$ cat src/rtl/mc_ctrl_pkg.sv
// Shared encodings for the multi-cycle processor control FSM: states, opcodes,
// datapath select codes, error codes and the bundled control-strobe struct.
package mc_ctrl_pkg;

  typedef enum logic [3:0] {
    S_FETCH    = 4'd0,
    S_DECODE   = 4'd1,
    S_MEM_ADDR = 4'd2,
    S_MEM_RD   = 4'd3,
    S_MEM_WB   = 4'd4,
    S_MEM_WR   = 4'd5,
    S_EXEC     = 4'd6,
    S_ALU_WB   = 4'd7,
    S_BRANCH   = 4'd8,
    S_JUMP     = 4'd9,
    S_ADDI_EX  = 4'd10,
    S_ADDI_WB  = 4'd11,
    S_HALT     = 4'd12
  } state_e;

  localparam logic [5:0] OP_RTYPE = 6'b000000;
  localparam logic [5:0] OP_LW    = 6'b100011;
  localparam logic [5:0] OP_SW    = 6'b101011;
  localparam logic [5:0] OP_BEQ   = 6'b000100;
  localparam logic [5:0] OP_J     = 6'b000010;
  localparam logic [5:0] OP_ADDI  = 6'b001000;
  localparam logic [5:0] OP_HLT   = 6'b111111;

  localparam logic [1:0] ALU_ADD   = 2'b00;
  localparam logic [1:0] ALU_SUB   = 2'b01;
  localparam logic [1:0] ALU_FUNCT = 2'b10;

  localparam logic [1:0] SRCB_B       = 2'b00;
  localparam logic [1:0] SRCB_FOUR    = 2'b01;
  localparam logic [1:0] SRCB_IMM     = 2'b10;
  localparam logic [1:0] SRCB_IMM_SH2 = 2'b11;

  localparam logic [1:0] PCSRC_ALU    = 2'b00;
  localparam logic [1:0] PCSRC_ALUOUT = 2'b01;
  localparam logic [1:0] PCSRC_JUMP   = 2'b10;

  localparam logic [1:0] ERR_NONE    = 2'b00;
  localparam logic [1:0] ERR_ILLEGAL = 2'b01;
  localparam logic [1:0] ERR_TIMEOUT = 2'b10;

  typedef struct packed {
    logic       pc_write;
    logic       pc_write_cond;
    logic       iord;
    logic       mem_read;
    logic       mem_write;
    logic       ir_write;
    logic       mem_to_reg;
    logic       reg_dst;
    logic       reg_write;
    logic       alu_src_a;
    logic [1:0] alu_src_b;
    logic [1:0] alu_op;
    logic [1:0] pc_source;
  } ctrl_t;

  // States that stall on the memory handshake and are guarded by the wait counter.
  function automatic logic is_mem_wait_state(state_e s);
    return (s == S_FETCH) || (s == S_MEM_RD) || (s == S_MEM_WR);
  endfunction

endpackage

$ cat src/rtl/mc_ctrl_decode.sv
// Combinational Moore decoder: maps the current state (plus mem_ready in FETCH)
// onto every datapath enable and mux select.
module mc_ctrl_decode
  import mc_ctrl_pkg::*;
(
  input  state_e state,
  input  logic   mem_ready,
  output ctrl_t  ctrl
);

  always_comb begin
    ctrl = '0;
    case (state)
      S_FETCH: begin
        ctrl.mem_read  = 1'b1;
        ctrl.alu_src_b = SRCB_FOUR;
        ctrl.pc_write  = mem_ready;
        ctrl.ir_write  = mem_ready;
      end
      S_DECODE:   ctrl.alu_src_b = SRCB_IMM_SH2;
      S_MEM_ADDR: begin
        ctrl.alu_src_a = 1'b1;
        ctrl.alu_src_b = SRCB_IMM;
      end
      S_MEM_RD: begin
        ctrl.mem_read = 1'b1;
        ctrl.iord     = 1'b1;
      end
      S_MEM_WB: begin
        ctrl.reg_write  = 1'b1;
        ctrl.mem_to_reg = 1'b1;
      end
      S_MEM_WR: begin
        ctrl.mem_write = 1'b1;
        ctrl.iord      = 1'b1;
      end
      S_EXEC: begin
        ctrl.alu_src_a = 1'b1;
        ctrl.alu_op    = ALU_FUNCT;
      end
      S_ALU_WB: begin
        ctrl.reg_write = 1'b1;
        ctrl.reg_dst   = 1'b1;
      end
      S_BRANCH: begin
        ctrl.alu_src_a     = 1'b1;
        ctrl.alu_op        = ALU_SUB;
        ctrl.pc_write_cond = 1'b1;
        ctrl.pc_source     = PCSRC_ALUOUT;
      end
      S_JUMP: begin
        ctrl.pc_write  = 1'b1;
        ctrl.pc_source = PCSRC_JUMP;
      end
      S_ADDI_EX: begin
        ctrl.alu_src_a = 1'b1;
        ctrl.alu_src_b = SRCB_IMM;
      end
      S_ADDI_WB: ctrl.reg_write = 1'b1;
      default: ;
    endcase
  end

endmodule

$ cat src/rtl/mc_control_fsm.sv
// Multi-cycle processor control FSM: sequences fetch/decode/execute, guards
// memory waits with a timeout, counts retired instructions and latches errors.
module mc_control_fsm
  import mc_ctrl_pkg::*;
#(
  parameter int MEM_WAIT_MAX = 15,
  parameter int CNT_WIDTH    = 32
) (
  input  logic                 clk,
  input  logic                 reset,
  input  logic [5:0]           opcode,
  input  logic                 mem_ready,
  output logic                 pc_write,
  output logic                 pc_write_cond,
  output logic                 iord,
  output logic                 mem_read,
  output logic                 mem_write,
  output logic                 ir_write,
  output logic                 mem_to_reg,
  output logic                 reg_dst,
  output logic                 reg_write,
  output logic                 alu_src_a,
  output logic [1:0]           alu_src_b,
  output logic [1:0]           alu_op,
  output logic [1:0]           pc_source,
  output logic [3:0]           state,
  output logic [CNT_WIDTH-1:0] instr_count,
  output logic                 halted,
  output logic [1:0]           err
);

  localparam int WAIT_W = $clog2(MEM_WAIT_MAX + 1);

  state_e               state_q, state_d;
  logic [WAIT_W-1:0]    wait_q, wait_d;
  logic [CNT_WIDTH-1:0] cnt_q, cnt_d;
  logic [1:0]           err_q, err_d;
  logic [1:0]           err_new;
  logic                 timeout;
  logic                 retire;
  ctrl_t                ctrl;

  mc_ctrl_decode u_decode (
    .state     (state_q),
    .mem_ready (mem_ready),
    .ctrl      (ctrl)
  );

  always_comb begin
    state_d = state_q;
    err_new = ERR_NONE;
    timeout = is_mem_wait_state(state_q) && !mem_ready
              && (wait_q == WAIT_W'(MEM_WAIT_MAX - 1));

    case (state_q)
      S_FETCH:  if (mem_ready) state_d = S_DECODE;
      S_DECODE: begin
        case (opcode)
          OP_LW, OP_SW: state_d = S_MEM_ADDR;
          OP_RTYPE:     state_d = S_EXEC;
          OP_BEQ:       state_d = S_BRANCH;
          OP_J:         state_d = S_JUMP;
          OP_ADDI:      state_d = S_ADDI_EX;
          OP_HLT:       state_d = S_HALT;
          default: begin
            state_d = S_HALT;
            err_new = ERR_ILLEGAL;
          end
        endcase
      end
      S_MEM_ADDR: state_d = (opcode == OP_LW) ? S_MEM_RD : S_MEM_WR;
      S_MEM_RD:   if (mem_ready) state_d = S_MEM_WB;
      S_MEM_WR:   if (mem_ready) state_d = S_FETCH;
      S_EXEC:     state_d = S_ALU_WB;
      S_ADDI_EX:  state_d = S_ADDI_WB;
      S_MEM_WB, S_ALU_WB, S_BRANCH, S_JUMP, S_ADDI_WB: state_d = S_FETCH;
      S_HALT:     state_d = S_HALT;
      default: begin
        state_d = S_HALT;
        err_new = ERR_ILLEGAL;
      end
    endcase

    // The stalled cycle's strobes stay asserted; only the successor changes.
    if (timeout) begin
      state_d = S_HALT;
      err_new = ERR_TIMEOUT;
    end

    if (is_mem_wait_state(state_q) && !mem_ready && (state_d == state_q))
      wait_d = wait_q + WAIT_W'(1);
    else
      wait_d = '0;

    retire = (state_d == S_FETCH) &&
             (state_q inside {S_MEM_WB, S_MEM_WR, S_ALU_WB, S_BRANCH, S_JUMP, S_ADDI_WB});
    cnt_d  = (retire && (cnt_q != '1)) ? cnt_q + CNT_WIDTH'(1) : cnt_q;

    err_d  = (err_q == ERR_NONE) ? err_new : err_q;
  end

  always_ff @(posedge clk or posedge reset) begin
    if (reset) begin
      state_q <= S_FETCH;
      wait_q  <= '0;
      cnt_q   <= '0;
      err_q   <= ERR_NONE;
    end else begin
      state_q <= state_d;
      wait_q  <= wait_d;
      cnt_q   <= cnt_d;
      err_q   <= err_d;
    end
  end

  // Write strobes are forced low while reset is held so no side effect escapes.
  assign pc_write      = ctrl.pc_write      & ~reset;
  assign pc_write_cond = ctrl.pc_write_cond & ~reset;
  assign mem_write     = ctrl.mem_write     & ~reset;
  assign ir_write      = ctrl.ir_write      & ~reset;
  assign reg_write     = ctrl.reg_write     & ~reset;
  assign iord          = ctrl.iord;
  assign mem_read      = ctrl.mem_read;
  assign mem_to_reg    = ctrl.mem_to_reg;
  assign reg_dst       = ctrl.reg_dst;
  assign alu_src_a     = ctrl.alu_src_a;
  assign alu_src_b     = ctrl.alu_src_b;
  assign alu_op        = ctrl.alu_op;
  assign pc_source     = ctrl.pc_source;

  assign state       = state_q;
  assign instr_count = cnt_q;
  assign halted      = (state_q == S_HALT);
  assign err         = err_q;

endmodule

$ cat config.mk
export PLATFORM = sky130hd
export DESIGN_NAME = mc_control_fsm
export DESIGN_NICKNAME = d
export VERILOG_FILES = /design/src/rtl/mc_ctrl_pkg.sv /design/src/rtl/mc_ctrl_decode.sv /design/src/rtl/mc_control_fsm.sv
export SDC_FILE = /design/constraint.sdc
export NUM_CORES = 1
export LEC_CHECK = 0
export CORE_MARGIN = 5
export CORE_UTILIZATION = 38
export CTS_CLUSTER_SIZE = 30
export DETAILED_ROUTE_END_ITERATION = 6
export GPL_TIMING_DRIVEN = 0
export SKIP_CTS_REPAIR_TIMING = 1
export SLEW_MARGIN = 20
export SYNTH_ARGS = -nofsm -noshare
export SYNTH_HDL_FRONTEND = slang
export SYNTH_SLANG_ARGS = --single-unit
$ cat constraint.sdc
create_clock -name clk -period 2.18 [get_ports clk]
set_input_delay 0.327 -clock clk [delete_from_list [all_inputs] [get_ports clk]]
set_output_delay 0.327 -clock clk [all_outputs]
set_load 0.05 [all_outputs]
==> impl_metrics.env, run 1 <==
export IMPL_synth_distinct_cells=49
export IMPL_outcome="finished clean"
export IMPL_cpPeakStageDelay_ns=0.66
export IMPL_max_freq_mhz=476
export IMPL_synthArstFlopShare=1.00
export IMPL_yosys_area_top_type="dfrtp_1"
export IMPL_finalPower_uw=3660
export IMPL_avgSynthCellArea_um2=9.28
export IMPL_vdd_drop_max_uv=912
export IMPL_synth_seq_cells=42
export IMPL_grt_total_usage=0.157
export IMPL_cts_htree_levels=2
export IMPL_antenna_found_initial=0
export IMPL_grt_max_degree=31
export IMPL_finalMaxSlewViolations=0
export IMPL_synth_edf_count=0
export IMPL_ys_seq_area_frac=0.427
export IMPL_cp_start_kind="input port"
export IMPL_fin_skew_ns=0.00912
export IMPL_die_w_um=90.5
export IMPL_crit_chain="clkdlybuf4s50_1 -> nor2b_1 -> a2111oi_4 -> buf_4 -> nand2_2 -> nor4_1 -> xor2_1"
export IMPL_gp_congestion=0.839
export IMPL_synthCells=265
export IMPL_grt_util_met2=0.246
export IMPL_clock_path_buffers=2
export IMPL_crit_buf_inv=2
export IMPL_power_density_nw_per_um2=1070
export IMPL_tightest_slew_ns=0.544
export IMPL_grt_pass1_wl_um=10900
export IMPL_fin_crit_ns=2.10
export IMPL_start_util=0.390
export IMPL_routed_wl_um=6410
export IMPL_syn2layout_area_growth_pct=38.6
export IMPL_min_path_type="reg2reg"
export IMPL_clk_pin_slew_ns=0.08
export IMPL_clock_latency_ns=0.29
export IMPL_critical_path_class="in2reg"
export IMPL_synth_area_leaders="dfrtp_1, xor2_1, nor2_1, nand4_1, xnor2_1"
export IMPL_cts_tree="yes"
export IMPL_grt_pass1_vias=2213
export IMPL_cp_num_cells=7
export IMPL_crit_required_ns=2.40
export IMPL_antenna_cells=0
export IMPL_hold_viol_final=0
export IMPL_power_leakage_uw=0.00149
export IMPL_io_pins=64
export IMPL_viasPerCell=5.45
export IMPL_yosys_warnings=0
export IMPL_top_usage_layer="met2"
export IMPL_wl_per_cell_um=15.6
export IMPL_met3_usage=0.0383
export IMPL_crit_family="buffers and inverters"
export IMPL_hpwl_um=4720
export IMPL_cts_buffers_inserted=5
export IMPL_end_kind="flip-flop"
export IMPL_root_buffer="clkbuf_8"
export IMPL_endpoint="instr_count[18]$_DFFE_PP0P_"
export IMPL_drt_pass1_iterations=4
export IMPL_arrival_ns=2.32
export IMPL_timing_rr_start="state[2]$_DFF_PP0_"
export IMPL_dieArea_um2=8180
export IMPL_cap_violations=0
export IMPL_fp_dieH_um=90.5
export IMPL_setup_viol=0
export IMPL_ff2ff_path_depth=7
export IMPL_fin_crit_sh=0.964
export IMPL_drt_iter0_markers=39
export IMPL_r2r_slack_ns=0.14
export IMPL_synth_fp_nets=277
export IMPL_grt_overflow=0
export IMPL_crit_fanout=9
export IMPL_vias=2234
export IMPL_core_area_um2=6310
export IMPL_row_count=29
export IMPL_slew_headroom=0.628
export IMPL_critPathLaunch="mem_ready"
export IMPL_synth_ff_type="dfrtp_1"
export IMPL_fin_nets=344
export IMPL_r2r_end="instr_count[18]$_DFFE_PP0P_"
export IMPL_portBuffers=61
export IMPL_drive_above_1_share=0.222
export IMPL_ant_nets=0
export IMPL_drc_errors=0
export IMPL_syn_area_um2=2460
export IMPL_synth_top_cell_area_share=0.427
export IMPL_slowest_stage="clkdlybuf4s50_1"
export IMPL_clkSinkCount=42
export IMPL_setup_tns_ns=0
export IMPL_use_met1=0.219
-- kinds of logic after synthesis --
family | share of synthesized area
XOR/XNOR | 0.117
flip-flops | 0.427
buffers and inverters | 0.0280
adder cells (fa/ha/maj) | 0.0193
AO/OA/AOI/OAI | 0.0966
AND/OR/NAND/NOR | 0.303
multiplexers | 0.00865
-- layout by cell type, fill, tap and decap left out, types with 6 or more instances in the layout --
| cell type | count |
|---|---|
| nand4_1 | 14 |
| dfrtp_2 | 11 |
| xor2_1 | 23 |
| clkdlybuf4s50_1 | 44 |
| nor3_1 | 12 |
| xnor2_1 | 10 |
| nor2_1 | 26 |
| nor2_2 | 6 |
| clkbuf_2 | 11 |
| dfrtp_1 | 31 |
| nand2_1 | 18 |
| inv_1 | 6 |
| nand3_1 | 12 |
-- flip-flops by register name (all words and copies together) (netlist names) --
name / count
err: 2
state: 4
instr_count: 32
wait_q: 4
-- how the worst min path moves through the flow --
stage	startpoint	to	cells after the start
floorplan	wait_q[0]$_DFF_PP0_	wait_q[0]$_DFF_PP0_	1
global route	err[0]$_DFFE_PP0N_	err[1]$_DFFE_PP0N_	1
detailed placement	err[1]$_DFFE_PP0N_	err[0]$_DFFE_PP0N_	1
finish	err[0]$_DFFE_PP0N_	err[1]$_DFFE_PP0N_	1
CTS	err[0]$_DFFE_PP0N_	err[1]$_DFFE_PP0N_	1
global placement	err[1]$_DFFE_PP0N_	err[0]$_DFFE_PP0N_	1
-- layer usage --
metal	routed length, µm	up-vias
met5	0	-
met4	60	0
met3	265	6
met2	2820	64
met1	3270	1079
li1	-	1085
-- worst reg2reg max path, cell delays in order, from the launching register on --
cell	delay, ns
dfrtp_2	0.40
buf_2	0.16
and2_1	0.23
a2111oi_4	0.33
buf_4	0.20
nand2_2	0.12
nor4_1	0.38
xor2_1	0.17
-- area by class of cell --
type	count	area, µm²
inverter	7	26.3
fill	613	2900
multi-input combinational	205	1480
tap	77	96.3
clock buffer	7	76.3
sequential	42	1060
clock inverter	1	30.0
timing repair buffer	64	599
buffer	7	41.3
-- Yosys cell counts, types with 2 or more instances --
library cell	instances
nor4_2	2
a31oi_1	2
a22oi_1	3
nand3_1	12
ha_1	3
or2_2	2
nand2_1	19
nand2b_1	5
nand4_1	14
xnor2_1	10
nor2_1	33
clkbuf_1	10
a211o_1	3
dfrtp_1	42
and3_1	3
nor2b_1	3
o21ai_0	5
nor4_1	7
xor2_1	23
o22ai_1	2
a21oi_1	6
o21bai_1	2
nor3_1	16
nor4b_2	2
inv_1	7
and2_1	2
nor3b_1	5
-- where the power goes --
part	internal [µW]	switching (µW)	total (µW)
registers	890	150	1040
clock network	343	259	602
logic	652	1360	2010
total	1890	1770	3660
-- metrics by stage --
step / setup WS, ns / hold slack [ns] / area [µm²] / cells / utilization
floorplan: -0.137 / 0.452 / 2570 / 265 / -
global placement: -1.47 / 0.466 / 3280 / 403 / 0.519
finish: 0.0795 / 0.475 / 3410 / 410 / 0.540
CTS: -0.840 / 0.482 / 3400 / 412 / 0.539
global route: -0.000965 / 0.519 / 3410 / 410 / 0.540
detailed placement: -0.505 / 0.463 / 3300 / 404 / 0.522
Note: power is estimated with default switching activity, not from simulation.
==> run 2, diff against run 1 <==
Settings changed: CORE_ASPECT_RATIO from default to 0.9, CORE_UTILIZATION 38 to 49, CTS_BUF_LIST from default to sky130_fd_sc_hd__clkbuf_4, PLACE_DENSITY from default to 0.8.
==> impl_metrics.env, run 2 (synthesized netlist as in run 1, its figures left out) <==
export IMPL_cap_violations=0
export IMPL_drc_errors=0
export IMPL_clkSinkCount=42
export IMPL_layout_common_cells="clkdlybuf4s50_1, dfrtp_1, nor2_1, xor2_1, nand2_1"
export IMPL_timing_rr_start="state[2]$_DFF_PP0_"
export IMPL_layout_commonest_cell="clkdlybuf4s50_1"
export IMPL_ant_nets=0
export IMPL_critical_path_class="reg2out"
export IMPL_grt_overflow=0
export IMPL_portBuffers=61
export IMPL_utilization=0.691
export IMPL_end_kind="output port"
export IMPL_arrival_ns=1.83
export IMPL_drt_pass1_iterations=4
export IMPL_core_area_um2=4860
export IMPL_wl_per_cell_um=15.3
export IMPL_row_count=24
export IMPL_grt_pass1_wl_um=10700
export IMPL_grt_max_degree=36
export IMPL_fin_crit_sh=0.989
export IMPL_dieArea_um2=6540
export IMPL_vias=2299
export IMPL_root_buffer="clkbuf_4"
export IMPL_clock_latency_ns=0.36
export IMPL_r2r_slack_ns=0.14
export IMPL_drive_above_1_share=0.238
export IMPL_antenna_found_initial=0
export IMPL_slew_headroom=0.653
export IMPL_viasPerCell=5.73
export IMPL_crit_required_ns=1.85
export IMPL_min_path_type="in2async"
export IMPL_start_util=0.506
export IMPL_hpwl_um=4550
export IMPL_power_density_nw_per_um2=1030
export IMPL_power_leakage_uw=0.00145
export IMPL_drt_iter0_markers=185
export IMPL_largest_register_ffs=32
export IMPL_cts_htree_levels=2
export IMPL_fin_ws_ns=0.0250
export IMPL_die_w_um=84.7
export IMPL_max_freq_mhz=464
export IMPL_gp_congestion=0.903
export IMPL_fin_skew_ns=0.0159
export IMPL_io_pins=64
export IMPL_crit_fanout=8
export IMPL_hold_viol_final=0
export IMPL_outcome="finished clean"
export IMPL_finalMaxSlewViolations=0
export IMPL_fin_crit_ns=2.16
export IMPL_r2r_end="instr_count[18]$_DFFE_PP0P_"
export IMPL_clock_path_buffers=2
export IMPL_pre_cts_slack_ns=-0.476
export IMPL_antenna_cells=0
export IMPL_critPathLaunch="state[2]$_DFF_PP0_"
export IMPL_rsz0062_at_grt="true"
export IMPL_cp_start_kind="flip-flop"
export IMPL_setup_viol=0
export IMPL_fp_dieH_um=77.2
export IMPL_cts_tree="yes"
export IMPL_ff2ff_path_depth=7
export IMPL_post_route_cell_area_um2=3360
export IMPL_placed_cell_area_um2=3280
export IMPL_routed_wl_um=6120
export IMPL_grt_total_usage=0.197
export IMPL_fin_nets=347
export IMPL_cts_buffers_inserted=5
export IMPL_clk_pin_slew_ns=0.13
export IMPL_vdd_drop_max_uv=817
export IMPL_syn2layout_area_growth_pct=36.7
export IMPL_grt_pass1_vias=2206
export IMPL_endpoint="ir_write"
export IMPL_tightest_slew_ns=0.519
run 2: changes by cell type in the layout (fill, tap and decap cells not counted), moves of 2 or more:
cell | before | now
buf_2 | 1 | 5
clkbuf_1 | 4 | 2
clkbuf_2 | 11 | 5
dlymetal6s2s_1 | 3 | 0
buf_4 | 3 | 6
clkbuf_8 | 5 | 1
clkbuf_4 | 4 | 13
run 2: per-stage QoR:
| step | hold slack (ns) | std cells | setup TNS [ns] | power [µW] |
|---|---|---|---|---|
| floorplan | 0.452 | 265 | -0.388 | 2470 |
| global placement | 0.472 | 391 | -24.66 | 3040 |
| detailed placement | 0.471 | 392 | -10.08 | 3060 |
| CTS | 0.452 | 400 | -11.46 | 3450 |
| global route | 0.455 | 401 | -0.122 | 3660 |
| finish | 0.448 | 401 | 0 | 3450 |
run 2: worst min-delay path by stage:
stage	to	startpoint
2_1_floorplan	wait_q[0]$_DFF_PP0_	wait_q[0]$_DFF_PP0_
3_3_place_gp	err[1]$_DFFE_PP0N_	err[0]$_DFFE_PP0N_
3_5_place_dp	err[1]$_DFFE_PP0N_	err[0]$_DFFE_PP0N_
4_1_cts	instr_count[19]$_DFFE_PP0P_	reset
5_1_grt	instr_count[13]$_DFFE_PP0P_	reset
6_report	instr_count[9]$_DFFE_PP0P_	reset
run 2: layer usage:
layer / GRT usage / share of wire / vias to the layer above
met3: 0.0429 / 0.058 / 6
met1: 0.281 / 0.47 / 1117
li1: - / - / 1096
met2: 0.301 / 0.46 / 80
met4: 0.0585 / 0.0093 / 0
met5: 0 / 0 / -
run 2: worst max-delay path: stages, from the launching register on:
cell	delay, ns
dfrtp_2	0.43
buf_2	0.17
or2_2	0.40
nor4b_4	0.29
buf_6	0.19
run 2: where the power goes:
| group | total [µW] | switching (µW) | internal [µW] |
|---|---|---|---|
| registers | 1050 | 158 | 892 |
| clock network | 391 | 252 | 139 |
| logic | 2010 | 1350 | 662 |
run 2: layout make-up:
cell class	count	area (µm²)
well taps	65	81.3
inverters	7	26.3
flip-flops and latches	42	1070
fillers	390	1500
repair buffers	66	608
multi-input cells	205	1470
clock buffers	6	45.0
clock inverters	2	13.8
plain buffers	8	55.1
==> run 3, diff against run 2 <==
Settings changed: DONT_BUFFER_PORTS from default to 1, PLACE_DENSITY 0.8 to default.
==> impl_metrics.env, run 3 (synthesized netlist as in run 1, its figures left out) <==
export IMPL_fillCellCount=391
export IMPL_cts_tree="yes"
export IMPL_largest_register_ffs=32
export IMPL_fin_skew_ns=0.0135
export IMPL_tightest_slew_ns=0.729
export IMPL_drive_above_1_share=0.445
export IMPL_grt_overflow=0
export IMPL_cp_start_kind="flip-flop"
export IMPL_wl_per_cell_um=18.4
export IMPL_finalMaxSlewViolations=0
export IMPL_ant_nets=0
export IMPL_min_from="mem_ready"
export IMPL_fin_crit_sh=1.14
export IMPL_hold_slack_ns=0.197
export IMPL_hold_viol_final=0
export IMPL_grt_pass1_wl_um=9580
export IMPL_grt_max_degree=30
export IMPL_fin_crit_ns=2.48
export IMPL_cts_htree_levels=2
export IMPL_crit_family="simple AND/OR/NAND/NOR gates"
export IMPL_fp_dieH_um=77.2
export IMPL_setup_tns_ns=-1.62
export IMPL_setup_viol=17
export IMPL_utilization=0.698
export IMPL_violations="negative setup slack"
export IMPL_critical_path_class="reg2out"
export IMPL_crit_fanout=6
export IMPL_fin_nets=303
export IMPL_drt_pass1_iterations=4
export IMPL_crit_required_ns=1.85
export IMPL_dieArea_um2=6540
export IMPL_timing_rr_start="state[1]$_DFF_PP0_"
export IMPL_io_pins=64
export IMPL_r2r_end="instr_count[30]$_DFFE_PP0P_"
export IMPL_min_path_type="in2reg"
export IMPL_vias=2154
export IMPL_outcome="finished, violations left"
export IMPL_hpwl_um=4300
export IMPL_placed_cell_area_um2=2690
export IMPL_antenna_cells=0
export IMPL_multiInputGateArea_um2=1810
export IMPL_portBuffers=0
export IMPL_holdPathEnd="wait_q[1]$_DFF_PP0_"
export IMPL_crit_buf_inv=2
export IMPL_slowest_stage="nor4b_4"
export IMPL_routed_wl_um=6570
export IMPL_grt_pass1_vias=1877
export IMPL_r2r_slack_ns=-0.09
export IMPL_ff2ff_path_depth=10
export IMPL_hold_path_cell_count=3
export IMPL_cap_violations=0
export IMPL_power_leakage_uw=0.00131
export IMPL_clk_pin_slew_ns=0.12
export IMPL_slew_headroom=0.510
export IMPL_end_kind="output port"
export IMPL_die_w_um=84.7
export IMPL_power_density_nw_per_um2=1130
export IMPL_arrival_ns=2.15
export IMPL_row_count=24
export IMPL_grt_total_usage=0.179
export IMPL_regArea_um2=1110
export IMPL_crit_top_cell="buf_8"
export IMPL_layout_commonest_cell="dfrtp_2"
export IMPL_viasPerCell=6.03
export IMPL_syn2layout_area_growth_pct=38.0
export IMPL_post_route_cell_area_um2=3390
export IMPL_cpPeakStageDelay_ns=0.69
export IMPL_antenna_found_initial=0
export IMPL_layout_common_cells="dfrtp_2, xor2_1, nor2_1, nand2_1, buf_4"
export IMPL_root_buffer="clkbuf_4"
export IMPL_drt_iter0_markers=172
export IMPL_cts_buffers_inserted=5
export IMPL_core_area_um2=4860
export IMPL_start_util=0.506
export IMPL_gp_congestion=0.823
export IMPL_drc_errors=0
export IMPL_fin_ws_ns=-0.302
export IMPL_clkSinkCount=42
export IMPL_crit_chain="buf_8 -> buf_8 -> or2_4 -> nor4b_4"
export IMPL_max_freq_mhz=403
export IMPL_critPathLaunch="state[1]$_DFF_PP0_"
export IMPL_clock_latency_ns=0.35
export IMPL_clock_path_buffers=2
export IMPL_rsz0062_at_grt="true"
export IMPL_vdd_drop_max_uv=819
==> run 3: where the power goes <==
part / internal (µW) / switching (µW)
clock network: 251 / 249
registers: 912 / 485
logic: 731 / 1210
total: 1890 / 1950
==> run 3: metrics by stage <==
| stage | std cells | total power [µW] | setup slack (ns) |
|---|---|---|---|
| final | 357 | 3840 | -0.302 |
| after global routing | 357 | 4040 | -0.379 |
| after CTS | 339 | 3220 | -0.746 |
| after detailed placement | 331 | 2720 | -0.399 |
| after global placement | 330 | 2680 | -0.366 |
| after floorplan | 265 | 2470 | -0.137 |
==> run 3: area by class of cell <==
type / instances / share of cell area
multi-input combinational: 205 / 0.534
tap: 65 / 0.0240
clock buffer: 6 / 0.0133
clock inverter: 2 / 0.00995
buffer: 8 / 0.0254
timing repair buffer: 22 / 0.0586
inverter: 7 / 0.00774
sequential: 42 / 0.327
==> run 3: worst max-delay path by stage <==
stage,cells past startpoint,to
after CTS,4,mem_write
after global placement,6,instr_count[1]$_DFFE_PP0P_
after floorplan,4,pc_write
final,4,ir_write
after global routing,4,ir_write
after detailed placement,6,instr_count[1]$_DFFE_PP0P_
==> run 3: worst reg2reg max path, cell delays in order (launching register included) <==
cell       delay [ns]
dfrtp_2          0.54
buf_8            0.19
buf_4            0.13
nor2b_4          0.14
a2111oi_4        0.35
buf_6            0.19
buf_6            0.10
nand4_1          0.10
buf_6            0.17
nor3_2           0.13
xor2_1           0.16
==> run 3: routing by layer <==
layer	global-route usage	share of wire	up-vias
li1	-	-	1012
met1	0.274	0.44	1067
met2	0.243	0.47	69
met3	0.0600	0.076	6
met4	0.0380	0.0078	0
met5	0	0	-
